<file path="src/rtl/instr_fetch_unit_pkg.sv">
// Shared types and constants for the instruction fetch stage.
package instr_fetch_unit_pkg;

    // Fetch controller states.
    typedef enum logic [1:0] {
        FETCH_IDLE  = 2'b00,
        FETCH_REQ   = 2'b01,
        FETCH_VALID = 2'b10,
        FETCH_FAULT = 2'b11
    } fetch_state_t;

    // Sticky fault cause encodings, as seen on the fault_cause output.
    typedef enum logic [1:0] {
        FETCH_FC_NONE     = 2'b00,
        FETCH_FC_MISALIGN = 2'b01,
        FETCH_FC_BUSERR   = 2'b10,
        FETCH_FC_TIMEOUT  = 2'b11
    } fetch_cause_t;

    // addi x0,x0,0: the IR contents whenever no real instruction is held.
    localparam logic [31:0] FETCH_NOP_INSTR = 32'h0000_0013;

    // Instruction fetches must be word aligned.
    function automatic logic is_word_aligned(input logic [31:0] addr);
        return (addr[1:0] == 2'b00);
    endfunction

endpackage

</file>
<file path="src/rtl/instr_fetch_unit_if.sv">
// Instruction memory read bus: req/ack handshake with variable latency.
interface instr_fetch_unit_if;
    logic        imem_req;
    logic [31:0] imem_addr;
    logic [31:0] imem_rdata;
    logic        imem_ack;
    logic        imem_err;

    // The fetch unit issues requests and receives data.
    modport master (
        output imem_req,
        output imem_addr,
        input  imem_rdata,
        input  imem_ack,
        input  imem_err
    );

    // The memory side answers requests.
    modport slave (
        input  imem_req,
        input  imem_addr,
        output imem_rdata,
        output imem_ack,
        output imem_err
    );
endinterface

</file>
<file path="src/rtl/instr_fetch_unit_timeout_ctr.sv">
// Transaction watchdog counter: load/clear/increment with a terminal-count
// flag that is high in the cycle whose increment would reach LIMIT.
module fetch_timeout_ctr #(
    parameter  int unsigned LIMIT = 16,
    localparam int unsigned W     = $clog2(LIMIT + 1)
) (
    input  logic         clk,
    input  logic         reset,
    input  logic         i_clear,
    input  logic         i_load,
    input  logic [W-1:0] i_load_val,
    input  logic         i_inc,
    output logic         o_tc
);

    logic [W-1:0] r_count;

    // Counter register; clear wins over load, load wins over increment.
    // NOTE: clocked state uses non-blocking assignments so every flop samples pre-edge values.
    always_ff @(posedge clk or posedge reset) begin
        if (reset) begin
            r_count <= '0;
        end else if (i_clear) begin
            r_count <= '0;
        end else if (i_load) begin
            r_count <= i_load_val;
        end else if (i_inc) begin
            r_count <= r_count + W'(1);
        end
    end

    assign o_tc = i_inc && (r_count == W'(LIMIT - 1));

endmodule

</file>
<file path="src/rtl/instr_fetch_unit.sv">
// Multi-cycle fetch stage: owns PC and IR, issues one word read per
// instruction and holds the IR stable while the control unit executes it.
module instr_fetch_unit
    import instr_fetch_unit_pkg::*;
#(
    parameter logic [31:0] RESET_PC       = 32'h0000_0000,
    parameter int unsigned TIMEOUT_CYCLES = 16,
    parameter logic [31:0] NOP_INSTR      = FETCH_NOP_INSTR
) (
    input  logic                    clk,
    input  logic                    reset,
    input  logic                    i_fetch_req,
    input  logic                    i_pc_load,
    input  logic [31:0]             i_pc_next,
    input  logic                    i_fault_clr,
    instr_fetch_unit_if.master      imem,
    output logic [31:0]             o_instr_code,
    output logic [31:0]             o_pc,
    output logic                    o_instr_valid,
    output logic                    o_fetch_busy,
    output logic                    o_fault,
    output logic [1:0]              o_fault_cause
);

    localparam int unsigned CW = $clog2(TIMEOUT_CYCLES + 1);

    fetch_state_t r_state;
    fetch_state_t w_next_state;
    fetch_cause_t r_cause;
    fetch_cause_t w_next_cause;
    logic [31:0]  r_pc;
    logic [31:0]  r_ir;
    logic [31:0]  r_addr;
    logic [31:0]  w_ea;
    logic         w_accepting;
    logic         w_issue;
    logic         w_timeout;

    // PC and fetch requests are only honoured between transactions.
    assign w_accepting = (r_state == FETCH_IDLE) || (r_state == FETCH_VALID);
    assign w_ea        = i_pc_load ? i_pc_next : r_pc;
    assign w_issue     = w_accepting && i_fetch_req && is_word_aligned(w_ea);

    fetch_timeout_ctr #(
        .LIMIT (TIMEOUT_CYCLES)
    ) u_timeout_ctr (
        .clk        (clk),
        .reset      (reset),
        .i_clear    (w_next_state != FETCH_REQ),
        .i_load     (1'b0),
        .i_load_val ({CW{1'b0}}),
        .i_inc      (r_state == FETCH_REQ),
        .o_tc       (w_timeout)
    );

    // State register.
    always_ff @(posedge clk or posedge reset) begin
        if (reset) begin
            r_state <= FETCH_IDLE;
            r_cause <= FETCH_FC_NONE;
        end else begin
            r_state <= w_next_state;
            r_cause <= w_next_cause;
        end
    end

    // Next-state and fault-cause selection; bus error beats ack beats timeout.
    // NOTE: defaults come first so every path assigns every output and no latch is inferred.
    always_comb begin
        w_next_state = r_state;
        w_next_cause = r_cause;
        unique case (r_state)
            FETCH_IDLE, FETCH_VALID: begin
                if (i_fetch_req) begin
                    if (is_word_aligned(w_ea)) begin
                        w_next_state = FETCH_REQ;
                    end else begin
                        w_next_state = FETCH_FAULT;
                        w_next_cause = FETCH_FC_MISALIGN;
                    end
                end else if (i_pc_load) begin
                    w_next_state = FETCH_IDLE;
                end
            end
            FETCH_REQ: begin
                if (imem.imem_err) begin
                    w_next_state = FETCH_FAULT;
                    w_next_cause = FETCH_FC_BUSERR;
                end else if (imem.imem_ack) begin
                    w_next_state = FETCH_VALID;
                end else if (w_timeout) begin
                    w_next_state = FETCH_FAULT;
                    w_next_cause = FETCH_FC_TIMEOUT;
                end
            end
            FETCH_FAULT: begin
                if (i_fault_clr) begin
                    w_next_state = FETCH_IDLE;
                    w_next_cause = FETCH_FC_NONE;
                end
            end
            default: begin
                w_next_state = FETCH_IDLE;
                w_next_cause = FETCH_FC_NONE;
            end
        endcase
    end

    // PC register: written only by PCEn while no transaction is in flight.
    always_ff @(posedge clk or posedge reset) begin
        if (reset) begin
            r_pc <= RESET_PC;
        end else if (w_accepting && i_pc_load) begin
            r_pc <= i_pc_next;
        end
    end

    // Request address: captured when a fetch is issued, held until the next one.
    always_ff @(posedge clk or posedge reset) begin
        if (reset) begin
            r_addr <= RESET_PC;
        end else if (w_issue) begin
            r_addr <= w_ea;
        end
    end

    // IR: loaded from the bus on a clean ack, forced to NOP on entering FAULT.
    always_ff @(posedge clk or posedge reset) begin
        if (reset) begin
            r_ir <= NOP_INSTR;
        end else if ((r_state == FETCH_REQ) && (w_next_state == FETCH_VALID)) begin
            r_ir <= imem.imem_rdata;
        end else if ((r_state != FETCH_FAULT) && (w_next_state == FETCH_FAULT)) begin
            r_ir <= NOP_INSTR;
        end
    end

    // Status outputs decode straight from registered state, so reset clears them at once.
    assign imem.imem_req  = (r_state == FETCH_REQ);
    assign imem.imem_addr = r_addr;
    assign o_instr_code   = r_ir;
    assign o_pc           = r_pc;
    assign o_instr_valid  = (r_state == FETCH_VALID);
    assign o_fetch_busy   = (r_state == FETCH_REQ);
    assign o_fault        = (r_state == FETCH_FAULT);
    assign o_fault_cause  = r_cause;

endmodule

</file>
<file path="src/flat_wrapper.sv">
// flat-port wrapper written by rule: the top's interface ports become plain ports
module instr_fetch_unit_flat import instr_fetch_unit_pkg::*;
#(
    parameter logic [31:0] RESET_PC       = 32'h0000_0000,
    parameter int unsigned TIMEOUT_CYCLES = 16,
    parameter logic [31:0] NOP_INSTR      = FETCH_NOP_INSTR
)
  (clk, reset, i_fetch_req, i_pc_load, i_pc_next, i_fault_clr, o_instr_code, o_pc, o_instr_valid, o_fetch_busy, o_fault, o_fault_cause, imem_imem_req, imem_imem_addr, imem_imem_rdata, imem_imem_ack, imem_imem_err);
  instr_fetch_unit_if imem_i ();
  input  logic clk;
  input  logic reset;
  input  logic i_fetch_req;
  input  logic i_pc_load;
  input  logic [31:0] i_pc_next;
  input  logic i_fault_clr;
  output logic [31:0] o_instr_code;
  output logic [31:0] o_pc;
  output logic o_instr_valid;
  output logic o_fetch_busy;
  output logic o_fault;
  output logic [1:0] o_fault_cause;
  output wire logic [$bits(imem_i.imem_req)-1:0] imem_imem_req;
  output wire logic [$bits(imem_i.imem_addr)-1:0] imem_imem_addr;
  input wire logic [$bits(imem_i.imem_rdata)-1:0] imem_imem_rdata;
  input wire logic [$bits(imem_i.imem_ack)-1:0] imem_imem_ack;
  input wire logic [$bits(imem_i.imem_err)-1:0] imem_imem_err;
  assign imem_imem_req = imem_i.imem_req;
  assign imem_imem_addr = imem_i.imem_addr;
  assign imem_i.imem_rdata = imem_imem_rdata;
  assign imem_i.imem_ack = imem_imem_ack;
  assign imem_i.imem_err = imem_imem_err;
  instr_fetch_unit #(.RESET_PC(RESET_PC), .TIMEOUT_CYCLES(TIMEOUT_CYCLES), .NOP_INSTR(NOP_INSTR)) u_core (.clk(clk), .reset(reset), .i_fetch_req(i_fetch_req), .i_pc_load(i_pc_load), .i_pc_next(i_pc_next), .i_fault_clr(i_fault_clr), .imem(imem_i), .o_instr_code(o_instr_code), .o_pc(o_pc), .o_instr_valid(o_instr_valid), .o_fetch_busy(o_fetch_busy), .o_fault(o_fault), .o_fault_cause(o_fault_cause));
endmodule
</file>
<file path="config.mk">
export PLATFORM = sky130hd
export DESIGN_NAME = instr_fetch_unit_flat
export DESIGN_NICKNAME = d
export VERILOG_FILES = /design/src/rtl/instr_fetch_unit_pkg.sv /design/src/rtl/instr_fetch_unit_if.sv /design/src/rtl/instr_fetch_unit_timeout_ctr.sv /design/src/rtl/instr_fetch_unit.sv /design/src/flat_wrapper.sv
export SDC_FILE = /design/constraint.sdc
export NUM_CORES = 1
export LEC_CHECK = 0
export BUFFER_PORTS_ARGS = -buffer_cell sky130_fd_sc_hd__buf_2
export CORE_MARGIN = 4
export CORE_UTILIZATION = 48
export DETAILED_ROUTE_END_ITERATION = 10
export GPL_ROUTABILITY_DRIVEN = 0
export HOLD_SLACK_MARGIN = 0.06
export PLACE_DENSITY = 0.79
export SYNTH_ARGS = -nofsm -noshare
export SYNTH_HDL_FRONTEND = slang
export SYNTH_SLANG_ARGS = --single-unit
export TNS_END_PERCENT = 50
</file>
<file path="constraint.sdc">
create_clock -name clk -period 4.9 [get_ports clk]
set_input_delay 0.98 -clock clk [delete_from_list [all_inputs] [get_ports clk]]
set_output_delay 0.98 -clock clk [all_outputs]
set_load 0.05 [all_outputs]
</file>
==> impl_metrics.toml <==
[critical_path]
start_kind = "flip-flop"
worst-r2r-cell-count = 3
rrSetupSlack_ps = 2290
cp.arrival_ps = 2090
crit_type = "flip-flop to output pin"
endpoint_kind = "output pin"
r2r_start = "u_core.r_state[0]$_DFF_PP0_"
rr_endpoint = "u_core.o_instr_code[28]$_DFFE_PP0P_"
crit_required_ps = 3920
worstPathMaxFanout = 12

[status]
outcome = "completed"

[clock_tree]
cts.sinks = 105
cts_tree = "built"
ctsResizeCount = 0
post_cts_buffers = 0
clockRootBuffer = "clkbuf_8"
clockBufferDepth = 2
cts_max_level = 3
cts_buffers = 9
clkTransAtPathRegs_ps = 100
clkLatencyLatePin_ps = 350
cts_hold_buffers = 0

[logic_synthesis]
ys_ff_latch = 105
async_flop_share_pct = 100
yosysSeqAreaShare_pct = 60.6
syn_avg_cell_area_um2 = 12.8
synth-compound-area-share_pct = 12.1
synth_warnings = 0
synthMuxAreaShare_pct = 15.5
syn_nets = 412
synth_top_area_share_pct = 58.8
synthTopCellsByArea = "dfrtp_1, mux2_1, mux2i_1"
synth_ff_type = "dfrtp_1"
synth_xor_area_share_pct = 0.605
synth-edff-count = 0
synth_top_area_cell = "dfrtp_1"
syn_area_um2 = 4340
synth_top_family_by_area = "multiplexers"
synth-adder-area-share_pct = 0.577
synth.distinct_cells = 37
synth-simple-area-share_pct = 6.95
synthCells = 339

[timing]
tns_ps = 0
hold_ws_ps = 472
setup_viol = 0
rsz0062_at_grt = "false"
max_slew.worst_pin.slew_ps = 1090
slew_violations = 0
finClkSkew_ps = 12.1
worst_slew_margin_rel_pct = 27.3
fmax_mhz = 326
worst_slack_ps = 1830
finalHoldViolations = 0
fin_crit_sh_pct = 62.7
finalCriticalPeriod_ps = 3070

[cells_and_area]
drive_above_1_share_pct = 39.8
nets = 574
area_growth_pct = 25.2
diodes = 0

[floorplan]
rows = 34
core_um2 = 8760
ios = 173
die_w_um = 103
die_y_um = 103
initial_core_util_pct = 49.5
die-area_um2 = 10600

[pwr]
power.internal_w = 0.00204
p_clk_share_pct = 12.5
p_comb_share_pct = 53.7
seqPwrFrac_pct = 33.8
ir_drop_mv = 0.415
power_w = 0.00433
power_leakage_nw = 2.87
switching_share_pct = 52.9
switching_power_w = 0.00229
p_per_area_nw_per_um2 = 797

[detailed_routing]
vias_per_cell = 5.18
avgRoutedWirePerCell_um = 16.3
totalWireLength_mm = 10.0
vias = 3176
ant_nets = 0
drcViolationCount = 0
drt-pass1-iter-count = 4
drt_iter0_drc = 84

[worst_hold_path]
hold_path_end = "u_core.o_instr_code[1]$_DFFE_PP1P_"
min_from = "u_core.o_instr_code[1]$_DFFE_PP1P_"
min_path_cells = 2
hold_class = "flip-flop to flip-flop"

[global_route]
grt-ovfl-total = 0
grt_start_max_net_pins = 76
grt_pass1_vias = 3184
grt_first_pass_wirelength_mm = 15.7
grt_use_total_pct = 19.2
grt_antenna_before_repair = 0

[placement]
port_buffers = 172
post-place-ws_ps = 2110
place_hpwl_mm = 7.25

[run]
cap_violations = 0
-- how the worst max path moves through the flow --
stage / cells past startpoint / start / to / slack [ps]
2_1_floorplan: 1 / reset / u_core.imem.imem_addr[0]$_DFFE_PP0P_ / 1160
3_3_place_gp: 5 / i_pc_load / u_core.o_instr_code[6]$_DFFE_PP0P_ / 2190
3_5_place_dp: 5 / i_pc_load / u_core.o_instr_code[5]$_DFFE_PP0P_ / 2110
4_1_cts: 2 / u_core.r_state[0]$_DFF_PP0_ / o_fetch_busy / 1780
5_1_grt: 2 / u_core.r_state[0]$_DFF_PP0_ / o_fetch_busy / 1660
6_report: 2 / u_core.r_state[0]$_DFF_PP0_ / o_fetch_busy / 1830
-- worst max-delay path, cell delays in order (launching register included) --
cell and delay (ps):
dfrtp_1 530, nor2b_1 810, buf_2 410
-- cell usage after synthesis (all sizes together), types with 2 or more instances --
library cell / number
a21oi: 4
and3: 2
dfrtp: 102
xor2: 2
clkbuf: 5
and2: 3
mux2i: 31
inv: 6
o21ai: 33
mux2: 32
nand2: 34
or3b: 2
a22o: 29
nor2b: 6
dfstp: 3
or3: 2
nand3: 3
ha: 2
buf: 19
nor2: 8
-- layout by cell type (no fill, tap or decap), types with 2 or more instances in the layout --
cell type / Yosys / final
a21oi_1: 4 / 4
a22o_1: 29 / 29
and2_1: 3 / 3
and3_1: 2 / 2
buf_2: 14 / 172
buf_4: 2 / 3
clkbuf_8: 0 / 11
clkinvlp_4: 0 / 3
dfrtp_1: 102 / 102
dfstp_2: 3 / 3
ha_1: 2 / 2
inv_1: 6 / 5
mux2_1: 32 / 32
mux2i_1: 31 / 31
nand2_1: 34 / 34
nand3_1: 2 / 2
nor2_1: 8 / 8
nor2b_1: 6 / 5
o21ai_1: 32 / 32
xor2_1: 2 / 2
-- flip-flops by register name, summed over array words and instances, names as in the netlist --
name                          flops
u_core.o_instr_code              32
u_core.u_timeout_ctr.r_count      5
u_core.r_state                    2
u_core.o_pc                      32
u_core.o_fault_cause              2
u_core.imem.imem_addr            32
-- power groups by stage --
stage	Combinational (W)	Clock [W]	Sequential, W
final	0.00232	0.000544	0.00146
after global routing	0.00246	0.000600	0.00152
after CTS	0.00235	0.000563	0.00147
after detailed placement	0.00235	0	0.00147
after global placement	0.00231	0	0.00146
after floorplan	0.000644	0	0.00264
-- through the flow --
stage | cell area (µm²) | cells | util (%)
6_report | 5440 | 613 | 62.0
5_1_grt | 5440 | 613 | 62.0
4_1_cts | 5440 | 613 | 62.0
3_5_place_dp | 5230 | 598 | 59.7
3_3_place_gp | 5230 | 598 | 59.7
2_1_floorplan | 4340 | 339 | -
-- cell families (layout without fill, tap and decap cells) --
logic type	Yosys count	count (layout)
DFF	105	105
AOI/OAI and AO/OA	73	73
muxes	63	63
and+or+nand+nor	63	63
buffers and inverters	30	196
xor gates and xnor gates	3	3
adders and majority gates	2	2
-- metal layers --
metal	global-route usage [%]	vias to the layer above	routed length [µm]
met5	0	-	0
met4	6.27	0	138
met3	5.89	13	989
met2	29.5	141	4490
met1	26.1	1501	4380
li1	-	1521	-
-- layout make-up --
class	count	area, µm²
Clock buffer	11	151
Clock inverter	4	52.6
Fill cell	733	3330
Inverter	6	25.0
Multi-Input combinational cell	204	1560
Sequential cell	105	2630
Tap cell	108	135
Timing Repair Buffer	175	883
Power figures use the tool's default switching activity.
